--- src/rtl/lift_ctrl_n_if.sv ---
// Request/status bundle between the request queue (master) and the lift
// controller (slave). FLOOR_W must match the controller's FLOOR_W.
interface lift_ctrl_n_if #(
  parameter int FLOOR_W = 3
) ();
  logic               req_valid;
  logic [FLOOR_W-1:0] req_floor;
  logic               req_ready;
  logic [FLOOR_W-1:0] floor;
  logic [1:0]         dout;
  logic               door_open;
  logic               done;
  logic               err;

  modport master (
    output req_valid, req_floor,
    input  req_ready, floor, dout, door_open, done, err
  );

  modport slave (
    input  req_valid, req_floor,
    output req_ready, floor, dout, door_open, done, err
  );
endinterface

--- src/rtl/lift_ctrl_n.sv ---
// Multi-floor lift controller: accepts one target floor per valid/ready
// handshake, steps the cabin one floor per TRAVEL_CYC cycles, holds the
// door for DWELL_CYC cycles on arrival, then pulses done for one cycle.
// Out-of-range targets are rejected with a one-cycle err pulse.
// Optional emergency stop freeze is enabled by defining LIFT_ESTOP_EN.
module lift_ctrl_n #(
  parameter int FLOORS     = 8,
  parameter int FLOOR_W    = 3,
  parameter int TRAVEL_CYC = 4,
  parameter int DWELL_CYC  = 2,
  parameter int CNT_W      = 8
) (
  input  logic         clk,
  input  logic         rst_n,
`ifdef LIFT_ESTOP_EN
  input  logic         estop,
`endif
  lift_ctrl_n_if.slave bus
);

  typedef enum logic [1:0] {
    IDLE = 2'd0,
    MOVE = 2'd1,
    DOOR = 2'd2
  } state_t;

  localparam logic [1:0] DOUT_UP   = 2'b00;
  localparam logic [1:0] DOUT_DOWN = 2'b01;
  localparam logic [1:0] DOUT_STAY = 2'b10;

  localparam logic [CNT_W-1:0]   TRAVEL_LAST = CNT_W'(TRAVEL_CYC - 1);
  localparam logic [CNT_W-1:0]   DWELL_LAST  = CNT_W'(DWELL_CYC - 1);
  // One extra bit so FLOORS == 2^FLOOR_W still compares correctly.
  localparam logic [FLOOR_W:0]   FLOORS_EXT  = (FLOOR_W + 1)'(FLOORS);

  state_t             state_reg, state_next;
  logic [CNT_W-1:0]   cnt_reg, cnt_next;
  logic [FLOOR_W-1:0] floor_reg, floor_next;
  logic [FLOOR_W-1:0] target_reg, target_next;
  logic               dir_up_reg, dir_up_next;
  logic               door_open_reg, door_open_next;
  logic               done_reg, done_next;
  logic               err_reg, err_next;

  logic               freeze;
  logic               accept;
  logic               out_of_range;
  logic [FLOOR_W-1:0] floor_step;

`ifdef LIFT_ESTOP_EN
  assign freeze = estop;
`else
  assign freeze = 1'b0;
`endif

  // Handshake and motion decode depend on state/dir (and the freeze) only.
  assign bus.req_ready = (state_reg == IDLE) && !freeze;
  assign bus.dout      = (state_reg == MOVE && !freeze)
                         ? (dir_up_reg ? DOUT_UP : DOUT_DOWN)
                         : DOUT_STAY;
  assign bus.floor     = floor_reg;
  assign bus.door_open = door_open_reg;
  assign bus.done      = done_reg;
  assign bus.err       = err_reg;

  assign accept       = bus.req_valid && bus.req_ready;
  assign out_of_range = {1'b0, bus.req_floor} >= FLOORS_EXT;
  // Target is always inside 0..FLOORS-1, so a step never wraps.
  assign floor_step   = dir_up_reg ? floor_reg + FLOOR_W'(1)
                                   : floor_reg - FLOOR_W'(1);

  // Next-state, counter, floor and registered-output computation.
  always_comb begin
    state_next     = state_reg;
    cnt_next       = cnt_reg;
    floor_next     = floor_reg;
    target_next    = target_reg;
    dir_up_next    = dir_up_reg;
    door_open_next = door_open_reg;
    done_next      = 1'b0;
    err_next       = 1'b0;

    if (!freeze) begin
      case (state_reg)
        IDLE: begin
          if (accept) begin
            if (out_of_range) begin
              err_next = 1'b1;
            end else if (bus.req_floor == floor_reg) begin
              state_next = DOOR;
              cnt_next   = '0;
            end else begin
              target_next = bus.req_floor;
              dir_up_next = bus.req_floor > floor_reg;
              state_next  = MOVE;
              cnt_next    = '0;
            end
          end
        end
        MOVE: begin
          if (cnt_reg == TRAVEL_LAST) begin
            cnt_next   = '0;
            floor_next = floor_step;
            if (floor_step == target_reg) begin
              state_next = DOOR;
            end
          end else begin
            cnt_next = cnt_reg + CNT_W'(1);
          end
        end
        DOOR: begin
          if (cnt_reg == DWELL_LAST) begin
            state_next = IDLE;
            cnt_next   = '0;
            done_next  = 1'b1;
          end else begin
            cnt_next = cnt_reg + CNT_W'(1);
          end
        end
        default: begin
          state_next = IDLE;
          cnt_next   = '0;
        end
      endcase
      door_open_next = (state_next == DOOR);
    end
  end

  // State and output registers; reset aborts any request in flight.
  always_ff @(posedge clk) begin
    if (!rst_n) begin
      state_reg     <= IDLE;
      cnt_reg       <= '0;
      floor_reg     <= '0;
      target_reg    <= '0;
      dir_up_reg    <= 1'b0;
      door_open_reg <= 1'b0;
      done_reg      <= 1'b0;
      err_reg       <= 1'b0;
    end else begin
      state_reg     <= state_next;
      cnt_reg       <= cnt_next;
      floor_reg     <= floor_next;
      target_reg    <= target_next;
      dir_up_reg    <= dir_up_next;
      door_open_reg <= door_open_next;
      done_reg      <= done_next;
      err_reg       <= err_next;
    end
  end

endmodule

--- src/flat_wrapper.sv ---
// flat-port wrapper written by rule: the top's interface ports become plain ports
module lift_ctrl_n_flat 
#(
  parameter int FLOORS     = 8,
  parameter int FLOOR_W    = 3,
  parameter int TRAVEL_CYC = 4,
  parameter int DWELL_CYC  = 2,
  parameter int CNT_W      = 8
)
  (clk, rst_n, bus_req_valid, bus_req_floor, bus_req_ready, bus_floor, bus_dout, bus_door_open, bus_done, bus_err);
  lift_ctrl_n_if #(.FLOOR_W(FLOOR_W)) bus_i ();
  input  logic clk;
  input  logic rst_n;
  input wire logic [$bits(bus_i.req_valid)-1:0] bus_req_valid;
  input wire logic [$bits(bus_i.req_floor)-1:0] bus_req_floor;
  output wire logic [$bits(bus_i.req_ready)-1:0] bus_req_ready;
  output wire logic [$bits(bus_i.floor)-1:0] bus_floor;
  output wire logic [$bits(bus_i.dout)-1:0] bus_dout;
  output wire logic [$bits(bus_i.door_open)-1:0] bus_door_open;
  output wire logic [$bits(bus_i.done)-1:0] bus_done;
  output wire logic [$bits(bus_i.err)-1:0] bus_err;
  assign bus_i.req_valid = bus_req_valid;
  assign bus_i.req_floor = bus_req_floor;
  assign bus_req_ready = bus_i.req_ready;
  assign bus_floor = bus_i.floor;
  assign bus_dout = bus_i.dout;
  assign bus_door_open = bus_i.door_open;
  assign bus_done = bus_i.done;
  assign bus_err = bus_i.err;
  lift_ctrl_n #(.FLOORS(FLOORS), .FLOOR_W(FLOOR_W), .TRAVEL_CYC(TRAVEL_CYC), .DWELL_CYC(DWELL_CYC), .CNT_W(CNT_W)) u_core (.clk(clk), .rst_n(rst_n), .bus(bus_i));
endmodule
--- config.mk ---
export PLATFORM = sky130hd
export DESIGN_NAME = lift_ctrl_n_flat
export DESIGN_NICKNAME = d
export VERILOG_FILES = /design/src/rtl/lift_ctrl_n_if.sv /design/src/rtl/lift_ctrl_n.sv /design/src/flat_wrapper.sv
export SDC_FILE = /design/constraint.sdc
export NUM_CORES = 1
export LEC_CHECK = 0
export CAP_MARGIN = 5
export CORE_MARGIN = 2
export CORE_UTILIZATION = 48
export CTS_CLUSTER_SIZE = 10
export DETAILED_ROUTE_END_ITERATION = 6
export PLACE_DENSITY = 0.77
export SLEW_MARGIN = 20
export SYNTH_ARGS = -nofsm -noshare
export SYNTH_HDL_FRONTEND = slang
export SYNTH_SLANG_ARGS = --single-unit
--- constraint.sdc ---
create_clock -name clk -period 1.7 [get_ports clk]
set_clock_uncertainty 0.05 [all_clocks]
set_input_delay 0.34 -clock clk [delete_from_list [all_inputs] [get_ports clk]]
set_output_delay 0.34 -clock clk [all_outputs]
set_load 0.02 [all_outputs]
* Word level (Yosys, flattened, before mapping)
Cells that the tools add are included.
Word-level totals: bits of input ports 6, register bits 19, output and inout bits 9
Cells by class: order comparisons 1, equality and inequality tests 8, reduce and logical (&&, ||, !) cells 5, mux-type cells 14, $add $sub $neg 3, bitwise operators 1
Operators by type and width (count):
- two-way mux 8 bit | 3
- one-hot mux 8 bit (3 select lines) | 1
- two-way mux 2 bit | 6
- adder 8 x 1 -> 8 bit (second input constant) | 1
- equality test 8 x 1 -> 1 bit (second input constant) | 1
- equality test 8 x 2 -> 1 bit (second input constant) | 1
- equality test 3 bit | 2
- one-hot mux 2 bit (3 select lines) | 1
- equality test 2 bit (second input constant) | 2
- AND reduction 2 bit | 2
- adder 3 x 1 -> 3 bit (second input constant) | 1
- greater-than comparator 3 bit | 1
- two-way mux 3 bit | 1
- AND reduction 3 bit | 1
- subtractor 3 x 1 -> 3 bit (second input constant) | 1
- equality test 2 x 1 -> 1 bit (second input constant) | 1
- logical NOT 2 bit | 1
- two-way mux 1 bit | 2
- inequality test 2 bit (second input constant) | 1
- logical AND 1 bit | 1
- inverter 1 bit | 1

* Depth between registers and ports, before layout
depth after elaboration 7, depth in mapped cells 7, gate-level depth less buffers 6

* Worst setup path before layout
Ideal clock, no wire load.
path type flip-flop to flip-flop, start point register u_core.state_reg[0], end point register u_core.cnt_reg[7], data required time 1.578 ns, data arrival time 1.755 ns, path buffers 1, path slack -0.177 ns, stages on the path, launching flop included 8, setup time 0.072 ns, clock period less this slack 1.877 ns, cells stage by stage dfxtp_1 inv_1 ha_1 nand2b_1 buf_6 nand4_4 or4_1 a21oi_1
On the way: word-level cells in the longest chain between the ends 3, elaborated cells on any way between the ends 6, those cells by class eq/ne (3); mux (1); reduce/logical (2)
Ends and longest elaborated chain:
- from (decl) | RTL line lift_ctrl_n.sv:36 | state_t state_reg, state_next;
- from (signal assigned) | RTL line lift_ctrl_n.sv:141 | state_reg <= state_next;
- logical NOT 2 bit (*) | RTL line lift_ctrl_n.sv:57 | assign bus.req_ready = (state_reg == IDLE) && !freeze;
- named net bus_req_ready | RTL line flat_wrapper.sv:16 | output wire logic [$bits(bus_i.req_ready)-1:0] bus_req_ready;
- logical AND 1 bit | RTL line lift_ctrl_n.sv:66 | assign accept = bus.req_valid && bus.req_ready;
- inequality test 2 bit (no source line)
- to (signal assigned) | RTL line lift_ctrl_n.sv:142 | cnt_reg <= cnt_next;
- to (decl) | RTL line lift_ctrl_n.sv:37 | logic [CNT_W-1:0] cnt_reg, cnt_next;
Mark *: on every way through the listed nets, which the timed path passes. The rest lies on a longest branch. A chain may end at the register's enable or synchronous reset.

* Worst setup path after layout
start point register u_core.floor_reg[1] (netlist: u_core.bus.floor[1]), end point register u_core.door_open_reg (netlist: u_core.bus.door_open)
On the way: word-level cells in the longest chain between the ends 7, elaborated cells on any way between the ends 11, those cells by class add/sub (2); eq/ne (3); mux (6)
Ends and longest elaborated chain:
- from (decl) | RTL line lift_ctrl_n.sv:38 | logic [FLOOR_W-1:0] floor_reg, floor_next;
- from (signal assigned) | RTL line lift_ctrl_n.sv:143 | floor_reg <= floor_next;
- subtractor 3 x 1 -> 3 bit / adder 3 x 1 -> 3 bit (equally long branches) | RTL line lift_ctrl_n.sv:70, lift_ctrl_n.sv:69
- two-way mux 3 bit | RTL line lift_ctrl_n.sv:69 | assign floor_step = dir_up_reg ? floor_reg + FLOOR_W'(1)
- equality test 3 bit | RTL line lift_ctrl_n.sv:104 | if (floor_step == target_reg) begin
- two-way mux 2 bit | RTL line lift_ctrl_n.sv:104
- two-way mux 2 bit | RTL line lift_ctrl_n.sv:101 | if (cnt_reg == TRAVEL_LAST) begin
- one-hot mux 2 bit (3 select lines) (*) | RTL line lift_ctrl_n.sv:84 | case (state_reg)
- equality test 2 bit (*) | RTL line lift_ctrl_n.sv:125 | door_open_next = (state_next == DOOR);
- to (signal assigned) | RTL line lift_ctrl_n.sv:146 | door_open_reg <= door_open_next;
- to (decl) | RTL line lift_ctrl_n.sv:41 | logic door_open_reg, door_open_next;
Mark *: on every way between the ends. The rest lies on a longest branch, timed or not.

==> impl_metrics.json <==
{
  "synthCells": 125,
  "final_common_cell": "buf_4",
  "hold_viol": 0,
  "vdd_drop_max_uv": 449,
  "slowest_delay_ns": 0.55,
  "hold_path.class": "in2reg",
  "switching_share": 0.292,
  "critPathSlowestCell": "fa_1",
  "crit_type": "reg2reg",
  "maxCapViolations": 0,
  "setup_viol": 3,
  "grt_usage": 0.217,
  "drc_errors": 0,
  "fmax_mhz": 568,
  "cts_num_sinks": 19,
  "end_kind": "flop",
  "final_cell_mix": "33 x buf_4, 12 x dfxtp_1, 10 x nand2_1, 9 x nor2_1",
  "largest_reg_flops": 8,
  "ys_seq_area_frac": 0.342,
  "synth-edff-count": 0,
  "ys_types": 40,
  "cts_hold_buffers": 0,
  "die_height_um": 52.1,
  "clk_latency_ns": 0.30,
  "layoutNonFillerInstCount": 201,
  "required_ns": 1.90,
  "vias": 1085,
  "failed_checks": "setup timing",
  "final_nets": 190,
  "grt-ovfl-total": 0,
  "grt_max_degree": 11,
  "crit_chain": "inv_2 > fa_1 > xor2_1 > nand4_1 > o22ai_1 > and4b_1",
  "die_w_um": 52.1,
  "io_pins": 15,
  "cts_root_buf": "clkbuf_4",
  "p_int_uw": 670,
  "wire_per_inst_um": 14.4,
  "syn_nets": 141,
  "synth.avg_cell_area_um2": 8.89,
  "coreArea_um2": 2190,
  "finalMaxSlewViolations": 0,
  "dpl.hpwl_um": 2020,
  "p_per_area_nw_per_um2": 591,
  "cts_tree": "built",
  "finalCritPeriodShare": 1.04,
  "seq_power_share": 0.496,
  "initial_core_util": 0.507,
  "grt_pass1_wl_um": 4340,
  "arrival_ns": 1.96,
  "synth_warnings": 0,
  "drt_wl_total_um": 2900,
  "htreeDepth": 1,
  "leakagePower_nw": 0.716,
  "via_per_inst": 5.40,
  "p_switching_uw": 277,
  "async_flop_share": 0,
  "yosys_register_bits": 19,
  "combinationalPowerShare": 0.256,
  "rows": 17,
  "first_pass_iters": 4,
  "port_buffers": 13,
  "fin_ws_ns": -0.0619,
  "clk_pin_slew_ns": 0.11,
  "gp_congestion": 0.843,
  "drtIter0Drc": 29,
  "dieArea_um2": 2720,
  "ant_nets": 0,
  "critical_path.top_delay_family": "adder cells",
  "grt_pass1_vias": 1076,
  "syn2layout_area_growth_pct": 44.3,
  "clock_path_buffers": 2,
  "cp-start-kind": "flop",
  "status": "finished with violations",
  "placed_cells": 194,
  "p_clk_frac": 0.248,
  "cp_max_fo": 3,
  "syn_area_um2": 1110,
  "rsz0062_at_grt": "true",
  "antenna_found_initial": 0,
  "cts_buffers": 3,
  "drive_gt1_frac": 0.364,
  "crit_buf_inv": 1,
  "diodes": 0,
  "synth_top_flop_cell": "dfxtp_1",
  "period_needed_ns": 1.76,
  "p_total_uw": 947
}
==> kinds of logic after synthesis <==
logic type	synth area share
other	0.00338
xor gates and xnor gates	0.0946
buffers and inverters	0.0507
muxes	0.00901
and+or+nand+nor	0.221
AOI/OAI and AO/OA	0.160
DFF	0.342
adders and majority gates	0.119
==> cell type report <==
class,count,area [µm²]
Multi-Input combinational cell,94,743
Fill cell,162,588
Sequential cell,19,392
Timing Repair Buffer,46,369
Inverter,10,37.5
Tap cell,28,35.0
Clock buffer,4,26.3
==> per-layer routing <==
metal | up-vias | GRT usage | part of all wire
met5 | - | 0 | 0
met4 | 0 | 0.101 | 0.015
met3 | 8 | 0.0345 | 0.047
met2 | 38 | 0.399 | 0.54
met1 | 506 | 0.241 | 0.40
li1 | 533 | - | -
==> power by group through the flow <==
stage | logic (mW) | registers [mW] | clock network (mW)
final | 0.243 | 0.470 | 0.235
after global routing | 0.259 | 0.472 | 0.259
after CTS | 0.231 | 0.468 | 0.240
after detailed placement | 0.215 | 0.477 | 0
after global placement | 0.208 | 0.476 | 0
after floorplan | 0.114 | 0.479 | 0
==> through the flow <==
step | setup WS (ns) | hold WS (ns) | util | TNS, ns | cell area, µm²
global route | -0.147 | 0.427 | 0.732 | -0.548 | 1600
global placement | -0.374 | 0.443 | 0.686 | -3.64 | 1500
finish | -0.0619 | 0.422 | 0.732 | -0.0951 | 1600
floorplan | -0.0175 | 0.411 | - | -0.0175 | 1130
detailed placement | -0.417 | 0.448 | 0.686 | -4.16 | 1500
CTS | -0.0252 | 0.400 | 0.722 | -0.0413 | 1580
==> worst paths after layout <==
path	start	to	slack, ns	cells past startpoint
worst max register to register	u_core.bus.floor[1]	u_core.bus.door_open	-0.06	6
worst min register to register	u_core.target_reg[0]	u_core.target_reg[0]	0.46	2
worst max-delay path	u_core.bus.floor[1]	u_core.bus.door_open	-0.06	6
worst min-delay path	bus_req_floor[0]	u_core.target_reg[0]	0.42	3
==> synth_stat cells (2+ instances only) <==
library cell | instances | share of area
and2_1 | 3 | 0.017
nand2_1 | 10 | 0.034
dfxtp_1 | 19 | 0.34
xnor2_1 | 6 | 0.047
o21ai_0 | 8 | 0.036
xor2_1 | 6 | 0.047
and3_1 | 2 | 0.011
ha_1 | 9 | 0.10
nor2_1 | 10 | 0.034
a21oi_1 | 8 | 0.036
nor3b_1 | 2 | 0.014
nand4_1 | 3 | 0.017
a21boi_0 | 3 | 0.020
inv_1 | 10 | 0.034
==> worst register-to-register path, stage by stage (launching register included) <==
cell and delay [ns]:
dfxtp_2 0.35, inv_2 0.05, fa_1 0.55, xor2_1 0.17, nand4_1 0.15, o22ai_1 0.19
and4b_1 0.20
==> what timing repair did <==
action / in CTS / in global routing
gates resized for setup: 23 / 10
setup endpoints to repair: 14 / 17
setup buffers: 1 / 2
pin swaps: 6 / 2
Note: power is estimated with default switching activity, not from simulation.
